==> config.mk <==
export PLATFORM = sky130hd
export DESIGN_NAME = param_serializer
export DESIGN_NICKNAME = d
export VERILOG_FILES = /design/src/rtl/ser_pkg.sv /design/src/rtl/parity_calc.sv /design/src/rtl/param_serializer.sv
export SDC_FILE = /design/constraint.sdc
export NUM_CORES = 1
export LEC_CHECK = 0
export BUFFER_PORTS_ARGS = -buffer_cell sky130_fd_sc_hd__buf_2
export CORE_MARGIN = 1
export CORE_UTILIZATION = 55
export DETAILED_ROUTE_END_ITERATION = 6
export GPL_TIMING_DRIVEN = 0
export PLACE_DENSITY_LB_ADDON = 0.1
export SLEW_MARGIN = 20
export SYNTH_ARGS = -nofsm -noshare
export SYNTH_HDL_FRONTEND = slang
export SYNTH_SLANG_ARGS = --single-unit
==> constraint.sdc <==
create_clock -name CLK -period 2.4 [get_ports CLK]
set_clock_uncertainty 0.05 [all_clocks]
set_input_delay 0.24 -clock CLK [delete_from_list [all_inputs] [get_ports CLK]]
set_output_delay 0.24 -clock CLK [all_outputs]
set_load 0.02 [all_outputs]
==> src/rtl/ser_pkg.sv <==
// Shared types and helpers for the parametrised serializer.
// Imported by param_serializer and parity_calc.
package ser_pkg;

  typedef enum logic {
    IDLE  = 1'b0,
    SHIFT = 1'b1
  } state_t;

  localparam logic PAR_EVEN = 1'b0;
  localparam logic PAR_ODD  = 1'b1;

  function automatic int cnt_width(input int w);
    return (w < 2) ? 1 : $clog2(w);
  endfunction

endpackage

==> src/rtl/parity_calc.sv <==
// Combinational parity of a word, inverted for odd parity.
// Feeds the parity register captured at load.
module parity_calc
  import ser_pkg::*;
#(
  parameter int DATA_WIDTH = 8
) (
  input  logic [DATA_WIDTH-1:0] data,
  input  logic                  par_type,
  output logic                  parity
);

  assign parity = (^data) ^ (par_type == PAR_ODD);

endmodule

==> src/rtl/param_serializer.sv <==
// Parallel-to-serial converter with LSB/MSB order, parity,
// mid-word stall and zero-gap back-to-back reload.
module param_serializer
  import ser_pkg::*;
#(
  parameter int   DATA_WIDTH = 8,
  parameter logic IDLE_LEVEL = 1'b1
) (
  input  logic                  CLK,
  input  logic                  rst,
  input  logic [DATA_WIDTH-1:0] P_DATA,
  input  logic                  ser_en,
  input  logic                  msb_first,
  input  logic                  par_type,
  output logic                  ser_data,
  output logic                  ser_done,
  output logic                  par_bit,
  output logic                  busy
);

  localparam int CW = cnt_width(DATA_WIDTH);
  localparam logic [CW-1:0] LAST = CW'(DATA_WIDTH - 1);

  state_t                state;
  state_t                nxt;
  logic [DATA_WIDTH-1:0] sreg;
  logic [CW-1:0]         cnt;
  logic                  msb_q;
  logic                  par_q;
  logic                  par_new;
  logic                  last;
  logic                  load;
  logic                  adv;

  assign last = (cnt == LAST);

  parity_calc #(
    .DATA_WIDTH(DATA_WIDTH)
  ) u_par (
    .data    (P_DATA),
    .par_type(par_type),
    .parity  (par_new)
  );

  always_ff @(posedge CLK) begin
    if (rst) state <= IDLE;
    else     state <= nxt;
  end

  always_comb begin
    nxt = state;
    unique case (state)
      IDLE:  if (ser_en) nxt = SHIFT;
      SHIFT: if (last && !ser_en) nxt = IDLE;
      default: nxt = IDLE;
    endcase
  end

  // Last bit always leaves: reload on ser_en, else drop to idle.
  always_comb begin
    busy     = (state == SHIFT);
    ser_done = busy && last;
    load     = ser_en && (!busy || last);
    adv      = busy && !last && ser_en;
    par_bit  = par_q;
    ser_data = IDLE_LEVEL;
    if (busy)
      ser_data = msb_q ? sreg[DATA_WIDTH-1] : sreg[0];
  end

  always_ff @(posedge CLK) begin
    if (rst) begin
      sreg  <= '0;
      cnt   <= '0;
      msb_q <= 1'b0;
      par_q <= 1'b0;
    end else if (load) begin
      sreg  <= P_DATA;
      cnt   <= '0;
      msb_q <= msb_first;
      par_q <= par_new;
    end else if (adv) begin
      sreg  <= msb_q ? (sreg << 1) : (sreg >> 1);
      cnt   <= cnt + 1'b1;
    end else if (busy && last) begin
      cnt   <= '0;
    end
  end

endmodule
==> results.md <==
* Outcome: finished, final reports clean
* Least-Margin Pin Slew at 457.4 ps
* Post-route cell area at 908.4 um^2
* Netlist cell types at 24
* Routed wire length at 1739 um
* Worst path arrival time at 1950 ps
* Pwr Density at 597.7 mW/mm^2
* DP Wirelength at 1217 um
* Avg Cell Area, Syn at 8.592 um^2
* Area Growth Syn to Fin at 17.48%
* Period utilization at 74.12%
* Worst Hold End: sreg[7]
* Number of synthesized register bits at 14
* Post-Synth XOR/XNOR Area at 8.576%
* Critical path startpoint category: flip-flop
* Biggest area consumer among synthesized cells: dfxtp_1
* Max-slew violations at 0
* Buffers on Ports at 16
* Number of synthesized flops with an enable pin at 0
* Clk_lat worst skew at 280 ps
* Synth top area share at 36.25%
* Max cap viols at 0
* Leakage at 0.3775 nW
* Hold crit path type: input pin to flip-flop
* # H-tree levels at 1
* Worst endpoint required time at 2570 ps
* Worst reg2reg endpoint: sreg[6]
* Setup_tns at 0 ps
* Via density at 5.512
* Die Ht at 39.50 um
* Largest net degree at the start of global routing at 11
* Die area at 0.001560 mm^2
* Register area share after synthesis at 36.25%
* Die W at 39.50 um
* Reg-to-reg slack, setup at 620 ps
* Core Rows at 13
* Area contributors post-synth: dfxtp_1 (36%), mux2i_1 (9.1%), o211ai_1 (6.8%), a21oi_1 (6.5%), nand2b_1 (5.7%)
* Num Clock Sinks at 14
* Synth Area in Compound Gates at 17.48%
* Critical path endpoint category: flip-flop
* Pre-antenna DRT Iters at 4
* Dominant synthesized flop cell: dfxtp_1
* RSZ-0062 raised after global routing: no
* Vias in the first global route at 598
* Ys async rst share at 0%
* 1st-iter DRT viols at 10
* Core area at 0.001301 mm^2
* Post-Synth Simple-Gate Area at 21.68%
* Cts hold-fix bufs at 0
* Final nets at 126
* Total Routing Usage GR at 25.27%
* Endpoints failing hold at 0
* Antenna viol nets, final at 0
* Hold depth at 2
* Worst Reg-to-Reg Cells at 7
* Maximum clock rate at 562.1 MHz
* Combinational family with the most area after synthesis: simple AND/OR/NAND/NOR gates
* Slew headroom at 69.51%
* Vias at 689
* Crit Path Category: flip-flop to flip-flop
* Most common cell in the synthesized netlist: dfxtp_1
* Worst reg2reg path startpoint: cnt[0]
* Area after DPL at 872.1 um^2
* Peak VDD IR at 0.4059 mV
* Post-CTS Setup Inserts at 0
* Drt drc at 0
* CTS root buffer: clkbuf_4
* CTS max path bufs at 2
* DR WL/cell at 13.91 um
* Layout cells sized above 1 at 20.00%
* Setup-failing EPs final at 0
* Starting density of the core at 59.42%
* Syn_nets at 105
* Initial antenna violation count at 0
* Post-Syn Area at 773.2 um^2
* First-pass GRT wire length at 2573 um
* Commonest cells in the netlist: dfxtp_1 (14), a21oi_1 (10), nand2_1 (10)
* CTS tree: built
* Post-Synth Adder-Cell Area at 3.236%
* Multiplexer share of the synthesized area at 9.061%
* Ys Warns at 0
* Gp weighted congestion at 0.7364
* Worst-path fanout max at 10
* Number of diodes at 0
* TritonCTS Buffers at 3
* Post-cts gate resize count at 0
* Tmin final at 1779 ps
* Power, Total at 543.0 uW
* Cells after Synth at 90
* HP Start: rst
* Clock Pin Slew Worst Setup and Hold Paths at 90 ps
* Gr ovfl total at 0
* Ports at 17
-- cells in the final DEF (no fill, tap or decap) --
master,netlist,final
a211oi_1,2,2
a21oi_1,10,10
a32oi_1,2,2
and2_1,1,1
and3_1,1,1
buf_2,2,18
clkbuf_1,4,4
clkbuf_4,0,3
clkbuf_8,0,1
dfxtp_1,14,14
ha_1,2,2
inv_1,1,1
mux2i_1,7,7
nand2_1,10,10
nand2b_1,7,7
nand3_1,2,2
nand3b_1,1,1
nand4_1,1,1
nor2_1,7,7
nor2b_1,1,1
nor3b_1,1,1
o211ai_1,7,7
or4b_1,1,1
xnor2_1,3,3
xnor3_1,1,1
xor2_1,2,2
-- power by group --
part           internal, mW  switching (mW)
logic                0.0506          0.0602
clock network        0.0924          0.0818
registers             0.247          0.0107
-- metal layers --
metal	vias up	share of wire [%]	track usage [%]
met1	313	50	31.27
met4	0	1.4	12.93
met5	-	0	0
met2	15	46	41.80
met3	4	2.9	3.409
li1	357	-	-
-- cell type report --
class,instances,area [um^2]
plain buffers,6,25.02
flip-flops and latches,14,280.3
inverters,1,3.754
well taps,15,18.77
repair buffers,16,80.08
fillers,106,392.9
multi-input cells,69,464.2
clock buffers,4,36.28
-- worst max path at each step --
stage,start,end,slack [ps],cells past startpoint
2_1_floorplan,cnt[0],par_bit,800,6
5_1_grt,cnt[0],sreg[6],510,7
4_1_cts,cnt[0],cnt[0],620,7
3_3_place_gp,cnt[0],sreg[4],680,7
3_5_place_dp,cnt[0],cnt[0],640,7
6_report,cnt[0],sreg[6],620,7
-- critical path, stage by stage (launching register included) --
cell and delay (ps):
dfxtp_1 330, ha_1 200, ha_1 200, nor2b_1 100, clkbuf_1 270, buf_2 290
o211ai_1 120, a21oi_1 140
-- state kept, by name, indices dropped and copies added, names as in the netlist --
name	count
msb_q	1
busy	1
sreg	8
cnt	3
par_bit	1
-- metrics by stage --
step                      util [%]  setup slack [ps]  hold WS [ps]  std cells
after detailed placement     67.02             638.2         421.8        121
after CTS                    69.81             615.5         119.1        125
after floorplan                  -             801.8         259.1         90
final                        69.81             621.1         124.2        125
after global placement       67.02             675.2         407.6        121
after global routing         69.81             507.6         141.2        125
-- cells by family after synthesis --
group,count (synthesis)
and+or+nand+nor,33
DFF,14
buffers and inverters,7
AOI/OAI and AO/OA,21
muxes,7
adders and majority gates,2
xor gates and xnor gates,6
Note: power is estimated with default switching activity, not from simulation.
